===== src/rtl/fetch_ctrl_pkg.sv =====
// -----------------------------------------------------------------------------
// fetch_ctrl_pkg
// Shared definitions for the fetch-control slice:
//   - FSM state encodings (legacy 2-bit values kept stable for trace tools)
//   - redirect-target alignment mask and helper
// No ports (package).
// -----------------------------------------------------------------------------
package fetch_ctrl_pkg;

   localparam logic [1:0] FC_BOOT = 2'd0;
   localparam logic [1:0] FC_RUN  = 2'd1;
   localparam logic [1:0] FC_TRAP = 2'd2;

   // Instructions are word aligned; any set bit under this mask is a bad target.
   localparam logic [1:0] MISALIGN_MASK = 2'b11;

   function automatic logic is_misaligned(input logic [1:0] addr_lsb);
      return (addr_lsb & MISALIGN_MASK) != 2'b00;
   endfunction

endpackage


===== src/rtl/fetch_ctrl_if.sv =====
// -----------------------------------------------------------------------------
// fetch_ctrl_if
// Bundles the decode/execute request side and the fetch-unit command side of
// the fetch controller.
//   master : the controller (consumes stall/redirect/trap_clear, drives fetch_*)
//   slave  : the surrounding pipeline / fetch unit
// Signals:
//   stall, redirect, redirect_addr[XLEN], trap_clear          (to controller)
//   fetch_en, fetch_jmp, fetch_jmp_addr[XLEN], squash,
//   boot_done, exc_misaligned, exc_addr[XLEN], fetch_count[32] (from controller)
// -----------------------------------------------------------------------------
interface fetch_ctrl_if #(
   parameter int XLEN = 32
);
   logic            stall;
   logic            redirect;
   logic [XLEN-1:0] redirect_addr;
   logic            trap_clear;

   logic            fetch_en;
   logic            fetch_jmp;
   logic [XLEN-1:0] fetch_jmp_addr;
   logic            squash;
   logic            boot_done;
   logic            exc_misaligned;
   logic [XLEN-1:0] exc_addr;
   logic [31:0]     fetch_count;

   modport master (
      input  stall, redirect, redirect_addr, trap_clear,
      output fetch_en, fetch_jmp, fetch_jmp_addr, squash,
             boot_done, exc_misaligned, exc_addr, fetch_count
   );

   modport slave (
      output stall, redirect, redirect_addr, trap_clear,
      input  fetch_en, fetch_jmp, fetch_jmp_addr, squash,
             boot_done, exc_misaligned, exc_addr, fetch_count
   );
endinterface


===== src/rtl/fetch_ctrl_squash_timer.sv =====
// -----------------------------------------------------------------------------
// fetch_ctrl_squash_timer
// Down-counter that keeps the squash window open for a programmable number of
// cycles after each (re)load. A load while busy restarts the window.
// Ports:
//   clk       in  clock
//   rst_n     in  asynchronous active-low reset
//   load      in  restart the window this edge
//   load_val  in  window length in cycles
//   busy      out registered, high while the window is open
// -----------------------------------------------------------------------------
module fetch_ctrl_squash_timer #(
   parameter int SQUASH_CYCLES = 2
) (
   input  logic                                 clk,
   input  logic                                 rst_n,
   input  logic                                 load,
   input  logic [$clog2(SQUASH_CYCLES+1)-1:0]   load_val,
   output logic                                 busy
);

   localparam int CW = $clog2(SQUASH_CYCLES + 1);

   logic [CW-1:0] cnt_p1;
   logic          busy_p1;

   // busy is computed one edge ahead so the output comes straight off a flop
   // and still equals (cnt_p1 != 0).
   always_ff @(posedge clk or negedge rst_n) begin
      if (!rst_n) begin
         cnt_p1  <= '0;
         busy_p1 <= 1'b0;
      end else if (load) begin
         cnt_p1  <= load_val;
         busy_p1 <= (load_val != '0);
      end else if (cnt_p1 != '0) begin
         cnt_p1  <= cnt_p1 - CW'(1);
         busy_p1 <= (cnt_p1 > CW'(1));
      end else begin
         busy_p1 <= 1'b0;
      end
   end

   assign busy = busy_p1;

endmodule


===== src/rtl/fetch_ctrl.sv =====
// -----------------------------------------------------------------------------
// fetch_ctrl
// Sequences the instruction-fetch/PC stage: holds fetch off for BOOT_CYCLES
// after reset, gates per-cycle fetch enable on decode stall, forwards execute
// redirects to the fetch unit, squashes wrong-path instructions and traps
// misaligned redirect targets. All outputs are registered.
// Ports:
//   clk    in  clock, all state on posedge
//   rst_n  in  asynchronous active-low reset
//   bus    fetch_ctrl_if.master:
//            stall, redirect, redirect_addr, trap_clear          (inputs)
//            fetch_en, fetch_jmp, fetch_jmp_addr, squash,
//            boot_done, exc_misaligned, exc_addr, fetch_count    (outputs)
// -----------------------------------------------------------------------------
module fetch_ctrl
   import fetch_ctrl_pkg::*;
#(
   parameter int              XLEN          = 32,
   parameter int              BOOT_CYCLES   = 4,
   parameter int              SQUASH_CYCLES = 2,
   parameter logic [XLEN-1:0] TRAP_VEC      = XLEN'('h10)
) (
   input  logic        clk,
   input  logic        rst_n,
   fetch_ctrl_if.master bus
);

   localparam int BW  = $clog2(BOOT_CYCLES + 1);
   localparam int SQW = $clog2(SQUASH_CYCLES + 1);

   logic [1:0]      state_p1;
   logic [BW-1:0]   boot_cnt_p1;
   logic            fetch_en_p1;
   logic            fetch_jmp_p1;
   logic [XLEN-1:0] fetch_jmp_addr_p1;
   logic            boot_done_p1;
   logic            exc_p1;
   logic [XLEN-1:0] exc_addr_p1;
   logic [31:0]     fetch_count_p1;

   logic            sq_load;
   logic            sq_busy;

   // Any redirect accepted in RUN (aligned or trapping) and every trap exit
   // open a fresh squash window.
   always_comb begin
      sq_load = 1'b0;
      if (state_p1 == FC_RUN && bus.redirect)
         sq_load = 1'b1;
      if (state_p1 == FC_TRAP && bus.trap_clear)
         sq_load = 1'b1;
   end

   fetch_ctrl_squash_timer #(
      .SQUASH_CYCLES (SQUASH_CYCLES)
   ) u_squash_timer (
      .clk      (clk),
      .rst_n    (rst_n),
      .load     (sq_load),
      .load_val (SQW'(SQUASH_CYCLES)),
      .busy     (sq_busy)
   );

   // ---- input sample -> registered fetch command ----
   always_ff @(posedge clk or negedge rst_n) begin
      if (!rst_n) begin
         state_p1          <= FC_BOOT;
         boot_cnt_p1       <= '0;
         fetch_en_p1       <= 1'b0;
         fetch_jmp_p1      <= 1'b0;
         fetch_jmp_addr_p1 <= '0;
         boot_done_p1      <= 1'b0;
         exc_p1            <= 1'b0;
         exc_addr_p1       <= '0;
         fetch_count_p1    <= '0;
      end else begin
         // Counts cycles in which the fetch unit was enabled; wraps silently.
         if (fetch_en_p1)
            fetch_count_p1 <= fetch_count_p1 + 32'd1;

         case (state_p1)
            FC_BOOT: begin
               fetch_jmp_p1 <= 1'b0;
               if (boot_cnt_p1 == BW'(BOOT_CYCLES - 1)) begin
                  state_p1     <= FC_RUN;
                  boot_done_p1 <= 1'b1;
                  fetch_en_p1  <= 1'b1;
               end else begin
                  boot_cnt_p1  <= boot_cnt_p1 + BW'(1);
                  fetch_en_p1  <= 1'b0;
               end
            end

            FC_RUN: begin
               if (bus.redirect && is_misaligned(bus.redirect_addr[1:0])) begin
                  state_p1     <= FC_TRAP;
                  exc_p1       <= 1'b1;
                  exc_addr_p1  <= bus.redirect_addr;
                  fetch_en_p1  <= 1'b0;
                  fetch_jmp_p1 <= 1'b0;
               end else if (bus.redirect) begin
                  // Redirect beats stall: the instruction held in decode is
                  // wrong-path and gets squashed regardless.
                  fetch_en_p1       <= 1'b1;
                  fetch_jmp_p1      <= 1'b1;
                  fetch_jmp_addr_p1 <= bus.redirect_addr;
               end else begin
                  fetch_en_p1  <= !bus.stall;
                  fetch_jmp_p1 <= 1'b0;
               end
            end

            FC_TRAP: begin
               if (bus.trap_clear) begin
                  state_p1          <= FC_RUN;
                  exc_p1            <= 1'b0;
                  fetch_en_p1       <= 1'b1;
                  fetch_jmp_p1      <= 1'b1;
                  fetch_jmp_addr_p1 <= TRAP_VEC;
               end else begin
                  fetch_en_p1  <= 1'b0;
                  fetch_jmp_p1 <= 1'b0;
               end
            end

            default: begin
               // Unused encoding: fall back to a clean boot sequence.
               state_p1     <= FC_BOOT;
               boot_cnt_p1  <= '0;
               fetch_en_p1  <= 1'b0;
               fetch_jmp_p1 <= 1'b0;
            end
         endcase
      end
   end

   assign bus.fetch_en       = fetch_en_p1;
   assign bus.fetch_jmp      = fetch_jmp_p1;
   assign bus.fetch_jmp_addr = fetch_jmp_addr_p1;
   assign bus.squash         = sq_busy;
   assign bus.boot_done      = boot_done_p1;
   assign bus.exc_misaligned = exc_p1;
   assign bus.exc_addr       = exc_addr_p1;
   assign bus.fetch_count    = fetch_count_p1;

endmodule

===== src/flat_wrapper.sv =====
// flat-port wrapper written by rule: the top's interface ports become plain ports
module fetch_ctrl_flat import fetch_ctrl_pkg::*;
#(
   parameter int              XLEN          = 32,
   parameter int              BOOT_CYCLES   = 4,
   parameter int              SQUASH_CYCLES = 2,
   parameter logic [XLEN-1:0] TRAP_VEC      = XLEN'('h10)
)
  (clk, rst_n, bus_stall, bus_redirect, bus_redirect_addr, bus_trap_clear, bus_fetch_en, bus_fetch_jmp, bus_fetch_jmp_addr, bus_squash, bus_boot_done, bus_exc_misaligned, bus_exc_addr, bus_fetch_count);
  fetch_ctrl_if #(.XLEN(XLEN)) bus_i ();
  input  logic clk;
  input  logic rst_n;
  input wire logic [$bits(bus_i.stall)-1:0] bus_stall;
  input wire logic [$bits(bus_i.redirect)-1:0] bus_redirect;
  input wire logic [$bits(bus_i.redirect_addr)-1:0] bus_redirect_addr;
  input wire logic [$bits(bus_i.trap_clear)-1:0] bus_trap_clear;
  output wire logic [$bits(bus_i.fetch_en)-1:0] bus_fetch_en;
  output wire logic [$bits(bus_i.fetch_jmp)-1:0] bus_fetch_jmp;
  output wire logic [$bits(bus_i.fetch_jmp_addr)-1:0] bus_fetch_jmp_addr;
  output wire logic [$bits(bus_i.squash)-1:0] bus_squash;
  output wire logic [$bits(bus_i.boot_done)-1:0] bus_boot_done;
  output wire logic [$bits(bus_i.exc_misaligned)-1:0] bus_exc_misaligned;
  output wire logic [$bits(bus_i.exc_addr)-1:0] bus_exc_addr;
  output wire logic [$bits(bus_i.fetch_count)-1:0] bus_fetch_count;
  assign bus_i.stall = bus_stall;
  assign bus_i.redirect = bus_redirect;
  assign bus_i.redirect_addr = bus_redirect_addr;
  assign bus_i.trap_clear = bus_trap_clear;
  assign bus_fetch_en = bus_i.fetch_en;
  assign bus_fetch_jmp = bus_i.fetch_jmp;
  assign bus_fetch_jmp_addr = bus_i.fetch_jmp_addr;
  assign bus_squash = bus_i.squash;
  assign bus_boot_done = bus_i.boot_done;
  assign bus_exc_misaligned = bus_i.exc_misaligned;
  assign bus_exc_addr = bus_i.exc_addr;
  assign bus_fetch_count = bus_i.fetch_count;
  fetch_ctrl #(.XLEN(XLEN), .BOOT_CYCLES(BOOT_CYCLES), .SQUASH_CYCLES(SQUASH_CYCLES), .TRAP_VEC(TRAP_VEC)) u_core (.clk(clk), .rst_n(rst_n), .bus(bus_i));
endmodule

===== config.mk =====
export PLATFORM = sky130hd
export DESIGN_NAME = fetch_ctrl_flat
export DESIGN_NICKNAME = d
export VERILOG_FILES = /design/src/rtl/fetch_ctrl_pkg.sv /design/src/rtl/fetch_ctrl_if.sv /design/src/rtl/fetch_ctrl_squash_timer.sv /design/src/rtl/fetch_ctrl.sv /design/src/flat_wrapper.sv
export SDC_FILE = /design/constraint.sdc
export NUM_CORES = 1
export LEC_CHECK = 0
export ABC_AREA = 1
export CAP_MARGIN = 40
export CELL_PAD_IN_SITES_DETAIL_PLACEMENT = 0
export CELL_PAD_IN_SITES_GLOBAL_PLACEMENT = 1
export CORE_AREA = 5 5 120 122
export CTS_CLUSTER_SIZE = 16
export DETAILED_ROUTE_END_ITERATION = 6
export DIE_AREA = 0 0 125 127
export GPL_ROUTABILITY_DRIVEN = 0
export PLACE_DENSITY = 0.81
export SETUP_SLACK_MARGIN = 0.5
export SYNTH_ARGS = -nofsm -noshare
export SYNTH_HDL_FRONTEND = slang
export SYNTH_SLANG_ARGS = --single-unit

===== constraint.sdc =====
create_clock -name clk -period 3.4 [get_ports clk]
set_clock_uncertainty 0.2 [all_clocks]
set_input_delay 0.51 -clock clk [delete_from_list [all_inputs] [get_ports clk]]
set_output_delay 0.51 -clock clk [all_outputs]
set_load 0.05 [all_outputs]

==> run summary <==
RSZ-0062 raised after global routing = false
Crit-path cells = clkdlybuf4s50_1
Reg clk slew, reported paths = 0.08 ns
Syn Inst Count = 565
Synth-to-Final Area Change = 39.0%
Hold Crit Class = input port to async pin
Clock Sinks = 108
Seq/Total Area, Yosys = 55.1%
Worst-path fanout max = 11
Post-route DRC violation count = 0
Status = finished, violations left
Avg Cell Area, Syn = 8.68 µm²
CP arrival = 1.90 ns
Leakage power = 3.20 nW
Vias in the first global route = 4490
Failing checks = hold timing
Grt total ovfl = 0
Max Cap Viol = 0
Placed cell areas = 6470 µm²
Design Area, Final = 6810 µm²
Postcts setup bufs = 0
Logic pwr share = 52.6%
I/O Pins = 138
Mapped Area = 4900 µm²
Number of buffers and inverters on the critical path = 1
CP top delay family = buffers and inverters
Critical Path Stages = 1
Buffers on Ports = 137
VDD IR-drop max = 0.000538 V
Worst slew pin tran = 0.645 ns
Initial Util = 37.5%
Worst Setup Path Type = register to output port
Initial antenna violation count = 0
Net switching power = 0.00328 W
CTS tree = done
Tot GR Track Use = 17.2%
Warnings from Yosys = 0
Commonest non-fill, non-tap cell in the layout = nand2_1
Share of Yosys cell area claimed by the top area cell type = 55.1%
# setup viols final = 0
Internal power = 0.00358 W
H-tree lvl count = 3
Share of cells above drive strength 1 = 5.96%
Hold_buf cts = 0
First-pass GRT wire length = 22.2 mm
Detailed Route WL = 13.4 mm
Initial drt markers = 232
Vias/cell = 4.79
Width of the die = 125 µm
Worst relative slew slack = 57.0%
FF+latch count, synth = 108
Hold WS = -0.0256 ns
Router iterations before antenna repair = 5
Syn nets = 611
Critical Path RT = 2.69 ns
PostCTS Resize Cnt = 0
Setup_tns = 0 ns
Final hold viol count = 23
Core ar. = 13100 µm²
Post-DR wirelength/cell = 15.2 µm
Largest net degree at the start of global routing = 60
ANT cells = 0
Site row count = 42
Reg2reg path depth = 7
Final worst path period share = 76.7%
Slowest-stage cell, CP = clkdlybuf4s50_1
Crit. End Element = output port
Crit path time final = 2.61 ns
F_max = 0.384 GHz
Final non-filler cell total = 881
Die H = 127 µm
Detailed placer's ending HPWL = 9.84 mm
Final ANT Viol Nets = 0
Filler instances = 1197
Clock network fraction of design power = 17.6%
Sequential Area = 2700 µm²
Slew Viols, Final = 0
Placed insts = 865
Synth area leaders = dfrtp_1 55%, nand2_1 16%, nand3_1 5.0%, o21ai_0 4.0%, inv_1 2.9%
Die area = 15900 µm²
Via Count = 4220
Sequential share of power = 29.8%
CTS buffer count = 9
Startpoint Class = register
Root Driver = clkbuf_16
Clock Path Buffers = 2
Worst-skew pair later-pin latency = 0.35 ns
Power density over the cells = 1010 nW/µm²
Largest area contributor in the netlist = dfrtp_1
Multi-input gate area = 1950 µm²
Switching Fraction = 47.8%
Distinct cell type count after synthesis = 34
# nets final = 746
Most frequent cells in the layout = 204 x nand2_1, 136 x clkdlybuf4s50_1, 108 x dfrtp_1
Crit path largest cell delay = 0.90 ns
final cells by class:
cell class | count | share of cell area, %
Sequential cell | 108 | 39.7
Multi-Input combinational cell | 398 | 28.6
Timing Repair Buffer | 143 | 21.2
Clock buffer | 9 | 3.31
Tap cell | 176 | 3.23
Inverter | 40 | 2.20
Clock inverter | 7 | 1.76
synthesized netlist by cell type (all sizes together):
library cell  count
xnor2             7
mux2i             1
o21bai            1
a21oi             4
o31ai             1
o21ai            40
dfrtp           108
nand3b            9
buf              16
or2               2
xor2             12
o22ai             1
o21a              1
nand3            50
a31oi             1
nor3              4
clkbuf            3
ha                9
nand4             6
o211ai            1
nor2             43
nand2           205
inv              40
power groups by stage:
stage                     Combinational (W)  Sequential [W]  Clock, W
after global placement              0.00355         0.00206         0
after detailed placement            0.00363         0.00206         0
after floorplan                     0.00102         0.00339         0
after CTS                           0.00364         0.00205   0.00125
final                               0.00361         0.00205   0.00121
after global routing                0.00388         0.00210   0.00129
path summary, 6_finish.rpt:
kind,slack (ns),endpoint,start
max,0.79,bus_fetch_en,u_core.bus.fetch_en
min,-0.03,u_core.bus.fetch_count[7],rst_n
max reg2reg,0.99,u_core.bus.exc_addr[21],u_core.state_p1[1]
min reg2reg,0.28,u_core.bus.exc_addr[4],u_core.bus.exc_addr[4]
max in group asynchronous,2.26,u_core.bus.fetch_jmp_addr[26],rst_n
min in group clk,0.28,u_core.bus.exc_addr[4],u_core.bus.exc_addr[4]
worst reg2reg max path: stages, from the launching register on:
cell and delay, ns:
dfrtp_1 0.42, inv_1 0.10, ha_1 0.26, nand2_1 0.15, a21oi_4 0.52, inv_2 0.44, nand2_1 0.16, nand2_1 0.06
metrics by stage:
stage | total power [W] | util (%) | setup WS, ns
2_1_floorplan | 0.00442 | - | 1.44
3_3_place_gp | 0.00561 | 49.2 | 0.802
3_5_place_dp | 0.00569 | 49.4 | 0.729
4_1_cts | 0.00694 | 52.1 | 0.762
5_1_grt | 0.00727 | 52.1 | 0.697
6_report | 0.00687 | 52.1 | 0.793
state kept, by name, summed over array words and instances, names as in the netlist:
signal,flops
u_core.bus.fetch_count,32
u_core.state_p1,2
u_core.u_squash_timer.cnt_p1,2
u_core.bus.exc_addr,32
u_core.bus.fetch_en,1
u_core.bus.fetch_jmp_addr,32
u_core.bus.fetch_jmp,1
u_core.bus.exc_misaligned,1
u_core.bus.boot_done,1
u_core.u_squash_timer.busy,1
u_core.boot_cnt_p1,3
routing by layer:
metal  wire length [µm]  up-vias  global-route usage, %  part of all wire (%)
li1                   -     2067                      -                     -
met3               1060       26                   5.93                   7.9
met4                349        0                   7.78                   2.6
met2               6100      155                   27.1                    45
met1               5910     1972                   21.4                    44
met5                  0        -                      0                     0
logic make-up (layout without fill, tap and decap cells):
logic type | after synthesis | in the layout | share of synthesized area [%]
adders and majority gates | 9 | 9 | 2.30
DFF | 108 | 108 | 55.1
buffers and inverters | 59 | 199 | 5.13
xor gates and xnor gates | 19 | 19 | 3.39
AOI/OAI and AO/OA | 50 | 50 | 5.59
and+or+nand+nor | 319 | 319 | 28.3
muxes | 1 | 1 | 0.204
Note: power is estimated with default switching activity, not from simulation.
